<file path="config.mk">
export PLATFORM = sky130hd
export DESIGN_NAME = vga_timing_gen
export DESIGN_NICKNAME = d
export VERILOG_FILES = /design/src/rtl/vga_timing_gen.sv
export SDC_FILE = /design/constraint.sdc
export NUM_CORES = 1
export LEC_CHECK = 0
export CAP_MARGIN = 20
export CORE_MARGIN = 2
export CORE_UTILIZATION = 56
export CTS_BUF_LIST = sky130_fd_sc_hd__clkbuf_4
export DETAILED_ROUTE_END_ITERATION = 7
export GPL_TIMING_DRIVEN = 0
export PLACE_DENSITY = 0.83
export SETUP_SLACK_MARGIN = 0.15
export SKIP_CTS_REPAIR_TIMING = 1
export SYNTH_ARGS = -nofsm -noshare
export SYNTH_HDL_FRONTEND = slang
export SYNTH_SLANG_ARGS = --single-unit
</file>
<file path="constraint.sdc">
create_clock -name clk_i -period 2.2 [get_ports clk_i]
set_input_delay 0.44 -clock clk_i [delete_from_list [all_inputs] [get_ports clk_i]]
set_output_delay 0.44 -clock clk_i [all_outputs]
set_load 0.03 [all_outputs]
</file>
<file path="src/rtl/vga_timing_gen.sv">
// rtl/vga_timing_gen.sv - parametrised raster timing generator with pixel strobe and output delay line
module vga_timing_gen #(
    parameter int H_ACTIVE  = 640,
    parameter int H_FP      = 16,
    parameter int H_SYNC    = 96,
    parameter int H_BP      = 48,
    parameter int V_ACTIVE  = 480,
    parameter int V_FP      = 10,
    parameter int V_SYNC    = 2,
    parameter int V_BP      = 33,
    parameter bit HSYNC_POL = 1'b0,
    parameter bit VSYNC_POL = 1'b0,
    parameter int DELAY     = 0,
    parameter int FCW       = 8,
    localparam int H_TOTAL  = H_ACTIVE + H_FP + H_SYNC + H_BP,
    localparam int V_TOTAL  = V_ACTIVE + V_FP + V_SYNC + V_BP,
    localparam int XW       = $clog2(H_TOTAL),
    localparam int YW       = $clog2(V_TOTAL)
) (
    input  logic           clk_i,
    input  logic           rst_ni,
    input  logic           en_i,
    output logic           hsync_o,
    output logic           vsync_o,
    output logic           visible_o,
    output logic [XW-1:0]  position_x_o,
    output logic [YW-1:0]  position_y_o,
    output logic           line_start_o,
    output logic           frame_start_o,
    output logic           pix_valid_o,
    output logic [FCW-1:0] frame_count_o
);

    localparam logic [XW-1:0] H_LAST     = XW'(H_TOTAL - 1);
    localparam logic [XW-1:0] H_VIS_END  = XW'(H_ACTIVE);
    localparam logic [XW-1:0] H_SYNC_BEG = XW'(H_ACTIVE + H_FP);
    localparam logic [XW-1:0] H_SYNC_END = XW'(H_ACTIVE + H_FP + H_SYNC);
    localparam logic [YW-1:0] V_LAST     = YW'(V_TOTAL - 1);
    localparam logic [YW-1:0] V_VIS_END  = YW'(V_ACTIVE);
    localparam logic [YW-1:0] V_SYNC_BEG = YW'(V_ACTIVE + V_FP);
    localparam logic [YW-1:0] V_SYNC_END = YW'(V_ACTIVE + V_FP + V_SYNC);

    // Bundle layout: {hsync, vsync, visible, line_start, frame_start, x, y}
    localparam int BW     = XW + YW + 5;
    localparam int FS_BIT = XW + YW;
    localparam logic [BW-1:0] RST_BUNDLE = {~HSYNC_POL, ~VSYNC_POL, 3'b000, {XW{1'b0}}, {YW{1'b0}}};

    if (H_ACTIVE < 1 || H_FP < 1 || H_SYNC < 1 || H_BP < 1 ||
        V_ACTIVE < 1 || V_FP < 1 || V_SYNC < 1 || V_BP < 1 ||
        DELAY < 0 || DELAY > 15 || FCW < 1) begin : g_param_check
        $error("vga_timing_gen: timing parameters must be >= 1 and DELAY in 0..15");
    end

    logic [XW-1:0] h;
    logic [YW-1:0] v;
    logic [BW-1:0] dec;
    logic [BW-1:0] pipe [0:DELAY];
    logic [BW-1:0] last_in;
    logic [FCW-1:0] frame_count;
    logic           pix_valid;

    // Raster counters: one pixel per strobe, line wrap carries into the row counter
    always_ff @(posedge clk_i or negedge rst_ni) begin
        if (!rst_ni) begin
            h <= '0;
            v <= '0;
        end else if (en_i) begin
            if (h == H_LAST) begin
                h <= '0;
                v <= (v == V_LAST) ? '0 : v + YW'(1);
            end else begin
                h <= h + XW'(1);
            end
        end
    end

    // Decode the current counter position into the output bundle
    always_comb begin
        dec = RST_BUNDLE;
        dec[BW-1] = ((h >= H_SYNC_BEG) && (h < H_SYNC_END)) ? HSYNC_POL : ~HSYNC_POL;
        dec[BW-2] = ((v >= V_SYNC_BEG) && (v < V_SYNC_END)) ? VSYNC_POL : ~VSYNC_POL;
        dec[BW-3] = (h < H_VIS_END) && (v < V_VIS_END);
        dec[BW-4] = (h == '0);
        dec[BW-5] = (h == '0) && (v == '0);
        dec[FS_BIT-1:0] = {h, v};
    end

    // Delay line: stage 0 takes the fresh decode, later stages shift on each pixel strobe
    always_ff @(posedge clk_i or negedge rst_ni) begin
        if (!rst_ni) begin
            for (int i = 0; i <= DELAY; i++) pipe[i] <= RST_BUNDLE;
        end else if (en_i) begin
            pipe[0] <= dec;
            for (int i = 1; i <= DELAY; i++) pipe[i] <= pipe[i-1];
        end
    end

    // The bundle about to enter the output stage decides whether a frame starts at the pins
    if (DELAY == 0) begin : g_last_dec
        assign last_in = dec;
    end else begin : g_last_pipe
        assign last_in = pipe[DELAY-1];
    end

    // Frame counter stays aligned with frame_start at the output pins
    always_ff @(posedge clk_i or negedge rst_ni) begin
        if (!rst_ni) begin
            frame_count <= '0;
        end else if (en_i && last_in[FS_BIT]) begin
            frame_count <= frame_count + FCW'(1);
        end
    end

    // Output-updated flag is the strobe delayed by one clock
    always_ff @(posedge clk_i or negedge rst_ni) begin
        if (!rst_ni) begin
            pix_valid <= 1'b0;
        end else begin
            pix_valid <= en_i;
        end
    end

    assign {hsync_o, vsync_o, visible_o, line_start_o, frame_start_o,
            position_x_o, position_y_o} = pipe[DELAY];
    assign frame_count_o = frame_count;
    assign pix_valid_o   = pix_valid;

endmodule

</file>
* Yosys cells after proc, flatten, opt, wreduce, memory -nomap -nowiden
Index checks and enable logic that the tools add are counted.
** Storage, ports and cells
- Register bits :: 54
- Latch bits :: 0
- Memory bits (writable) :: 0
- Bits in read-only memories :: 0
- Input port bits :: 3
- Logic and storage cells :: 28
- Memories kept :: 0
** Cells by class
- $add $sub $neg :: 3
- Multipliers :: 0
- Div/mod/pow operators :: 0
- $lt $le $gt $ge :: 6
- Equal/unequal tests :: 2
- Shift operators :: 0
- Muxes and demuxes :: 4
- Bitwise operators :: 0
- Reductions and logical operators :: 8
** Operator list (count)
- $add A10 B1 Y10 const B :: 2
- $eq A10 B10 Y1 const B :: 2
- $logic_not A10 Y1 :: 2
- $lt A10 B10 Y1 const B :: 2
- $lt A10 B9 Y1 const B :: 2
- $mux W10 :: 2
- $ge A10 B10 Y1 const B :: 1
- $ge A10 B9 Y1 const B :: 1
- $add A8 B1 Y8 const B :: 1
- $logic_and A1 B1 Y1 :: 5
- $mux W1 :: 2
- $reduce_and A2 Y1 :: 1

* Longest topological paths before layout
- Depth after elaboration :: 3
- Mapped depth :: 6
- Gate-level depth less buffers :: 6

* Worst setup path after synthesis
No wires, ideal clock.
- Path kind :: in2reg
- Start :: input port en_i
- End :: register frame_count[1] (netlist: frame_count_o[1])
- Setup time :: 0.125 ns
- Arrival time :: 1.736 ns
- Required time :: 2.075 ns
- Slack :: 0.339 ns
- Stages :: 5
- Path buffers :: 1
- Cells stage by stage :: buf_2 > nor4bb_1 > nand4_1 > nor2_1 > mux2_2
** On the way
- Cells in the longest elaborated chain, start to end :: 1
** RTL lines
- start: declaration :: line 22 : input logic en_i,
- $logic_and A1 B1 Y1 :: line 109 : end else if (en_i && last_in[FS_BIT]) begin
- end signal: assignment :: line 110 : frame_count <= frame_count + FCW'(1);
- end: declaration :: line 59 : logic [FCW-1:0] frame_count;
Every way passes these cells.
A chain may end at the register's enable or synchronous reset.

* Worst setup path after layout
Ends and elaborated chain as after synthesis.

==> out/results.ini <==
[synthesis]
ys_async_sr_fraction = 1.00
synthesis.nets = 230
ys_warn_count = 0
synth_cell_types = 34
synth_edf_count = 0
synth_top_cell_area_share = 0.530
synthCells = 221
yosysSeqAreaShare = 0.551
syn_area_um2 = 2450
synth-main-ff-cell = dfrtp_1
synthTopCellsByArea = dfrtp_1 (53%), mux2_2 (9.2%), ha_1 (3.1%), o21ai_0 (3.1%), xnor2_1 (2.5%)
synth_area_leader_cell = dfrtp_1
syn_area_per_cell_um2 = 11.1
ys_ff_latch = 54

[clock_network]
cts_buffers = 5
h-tree-depth = 2
cts-root-buf = clkbuf_4
clkTransAtPathRegs_ns = 0.15
insertion_delay_ns = 0.38
cts_tree = built
clockBufferDepth = 2
cts.sinks = 54

[placed_design]
dp_cells = 310
portBuffers = 36
place_ws_ns = -0.477
place_congestion = 0.828
hpwlAfterDp_mm = 3.24
dpl_cell_area_um2 = 2900

[pwr]
peakVddDrop_mv = 0.519
p_total_w = 0.00221
leakage_nw = 1.42
p_per_area_nw_per_um2 = 727

[timing]
fin_crit_sh = 0.929
tightest_slew_ns = 0.633
max_freq_ghz = 0.490
relSlewSlack = 0.578
final.setup_skew_ns = 0.0169
drv_slew = 0
setup_tns_ns = 0
hold_violations = 0
rsz0062_at_grt = true
min_period_ns = 2.04
setup_viol = 0
setup_slack_ns = 0.157

[cells_and_area]
fin_cells = 324
syn_to_final_growth_pct = 24.1
antenna_cells = 0
final_cell_mix = dfrtp_1 (52), clkdlybuf4s50_1 (29), mux2_2 (20), o21ai_0 (15), nand2_1 (14)
final_cell_area_um2 = 3050
nets = 280
register_area_um2 = 1350
final_common_cell = dfrtp_1
nFillCells = 318
multi_input_area_um2 = 1040
drive_gt1_frac = 0.173

[setup_path]
cp_cell_sequence = clkdlybuf4s50_1 -> buf_2 -> nor4bb_4 -> nand4_1 -> buf_4 -> nor2_1 -> mux2_2
cp_num_buf_inv = 3
critPathArrivalTime_ns = 2.34
r2r_slack_ns = 0.21
max_stage_delay_ns = 0.47
rr_worst_depth = 5
cp-start-kind = input pin
rr_endpoint = v[9]
worst_path_max_delay_cell = clkdlybuf4s50_1
rr_startpoint = h[7]
worstPathMaxFanout = 7
cp_top_family = buffers and inverters
crit_required_ns = 2.49
crit_type = input pin to flip-flop
critPathCaptureType = flip-flop

[floorplanning]
core_area_um2 = 4290
rows = 24
die_area_um2 = 4930
start_util = 0.572
die-height_um = 70.2
io_pins = 37
die_x_um = 70.2

[detailed_routing]
post_drt_wl_per_cell_um = 15.3
detail-route-antenna-nets = 0
wirelength_mm = 4.94
drc = 0
drt_iter0_drc = 94
dr.pass1.iters = 5
vias = 1898
avgViaCountPerCell = 5.86

[global_routing]
gr-total-overflow = 0
globalRouteMet2Util = 0.313
grt_pass1_wl_mm = 8.16
antenna_found_initial = 0
track_usage = 0.209
use_met1 = 0.298
met3_usage = 0.0433
grt_max_degree = 30
grt_pass1_vias = 1750
top_usage_layer = met2

[status]
status = complete, no violations

[worst_hold_path]
holdCritPathClass = input pin to async pin

[job]
maxCapViolations = 0

logic make-up (layout without fill, tap and decap cells):
family	count (synthesis)	count (layout)	share of synthesized area
AOI/OAI and AO/OA	30	30	0.0729
adders and majority gates	6	6	0.0306
and+or+nand+nor	76	76	0.167
xor gates and xnor gates	14	14	0.0500
DFF	54	54	0.551
muxes	20	20	0.0917
buffers and inverters	21	72	0.0367
sequential cells by signal, summed over array words and instances, names as in the netlist:
register,count
frame_count_o,8
pipe,25
pix_valid_o,1
v,10
h,10
metal layers:
| layer | wire length, µm | share of wire |
|---|---|---|
| met4 | 140 | 0.028 |
| met5 | 0 | 0 |
| met3 | 255 | 0.052 |
| met2 | 2220 | 0.45 |
| met1 | 2330 | 0.47 |
stage by stage:
step                      utilization  hold WS, ns
final                           0.709       0.0332
after global routing            0.709       0.0589
after CTS                       0.688       0.0493
after detailed placement        0.674        0.474
after global placement          0.671        0.455
after floorplan                     -        0.144
where the power goes:
part / internal, W / total (W) / switching [W]
logic: 0.000254 / 0.000541 / 0.000286
clock network: 0.000151 / 0.000453 / 0.000302
registers: 0.00110 / 0.00122 / 0.000120
cells in the mapped netlist, types with 5 or more instances:
cell,instances
nand2_1,14
or3_1,5
mux2_2,20
o21ai_0,15
xor2_1,7
and3_1,6
xnor2_1,7
nand4_1,9
nor3_1,9
nor2_1,9
ha_1,6
nor4_1,6
inv_1,11
nand3_1,12
dfrtp_1,52
clkbuf_1,6
worst max-delay path by stage:
stage	start	endpoint	slack (ns)	cells past startpoint
2_1_floorplan	en_i	frame_count_o[1]	0.34	5
3_3_place_gp	rst_ni	pipe[3]	-0.88	1
3_5_place_dp	en_i	frame_count_o[1]	-0.48	6
4_1_cts	en_i	frame_count_o[1]	-0.06	6
5_1_grt	en_i	frame_count_o[1]	0.1	7
6_report	en_i	frame_count_o[1]	0.16	7
area by class of cell:
cell class                 instances  share of cell area
timing repair buffer              43               0.143
sequential                        54               0.445
multi-input combinational        146               0.342
clock buffer                       7              0.0173
clock inverter                     1             0.00247
inverter                          11              0.0136
tap                               52              0.0214
buffer                            10              0.0160
No activity file was read; power rests on OpenSTA's default activity.
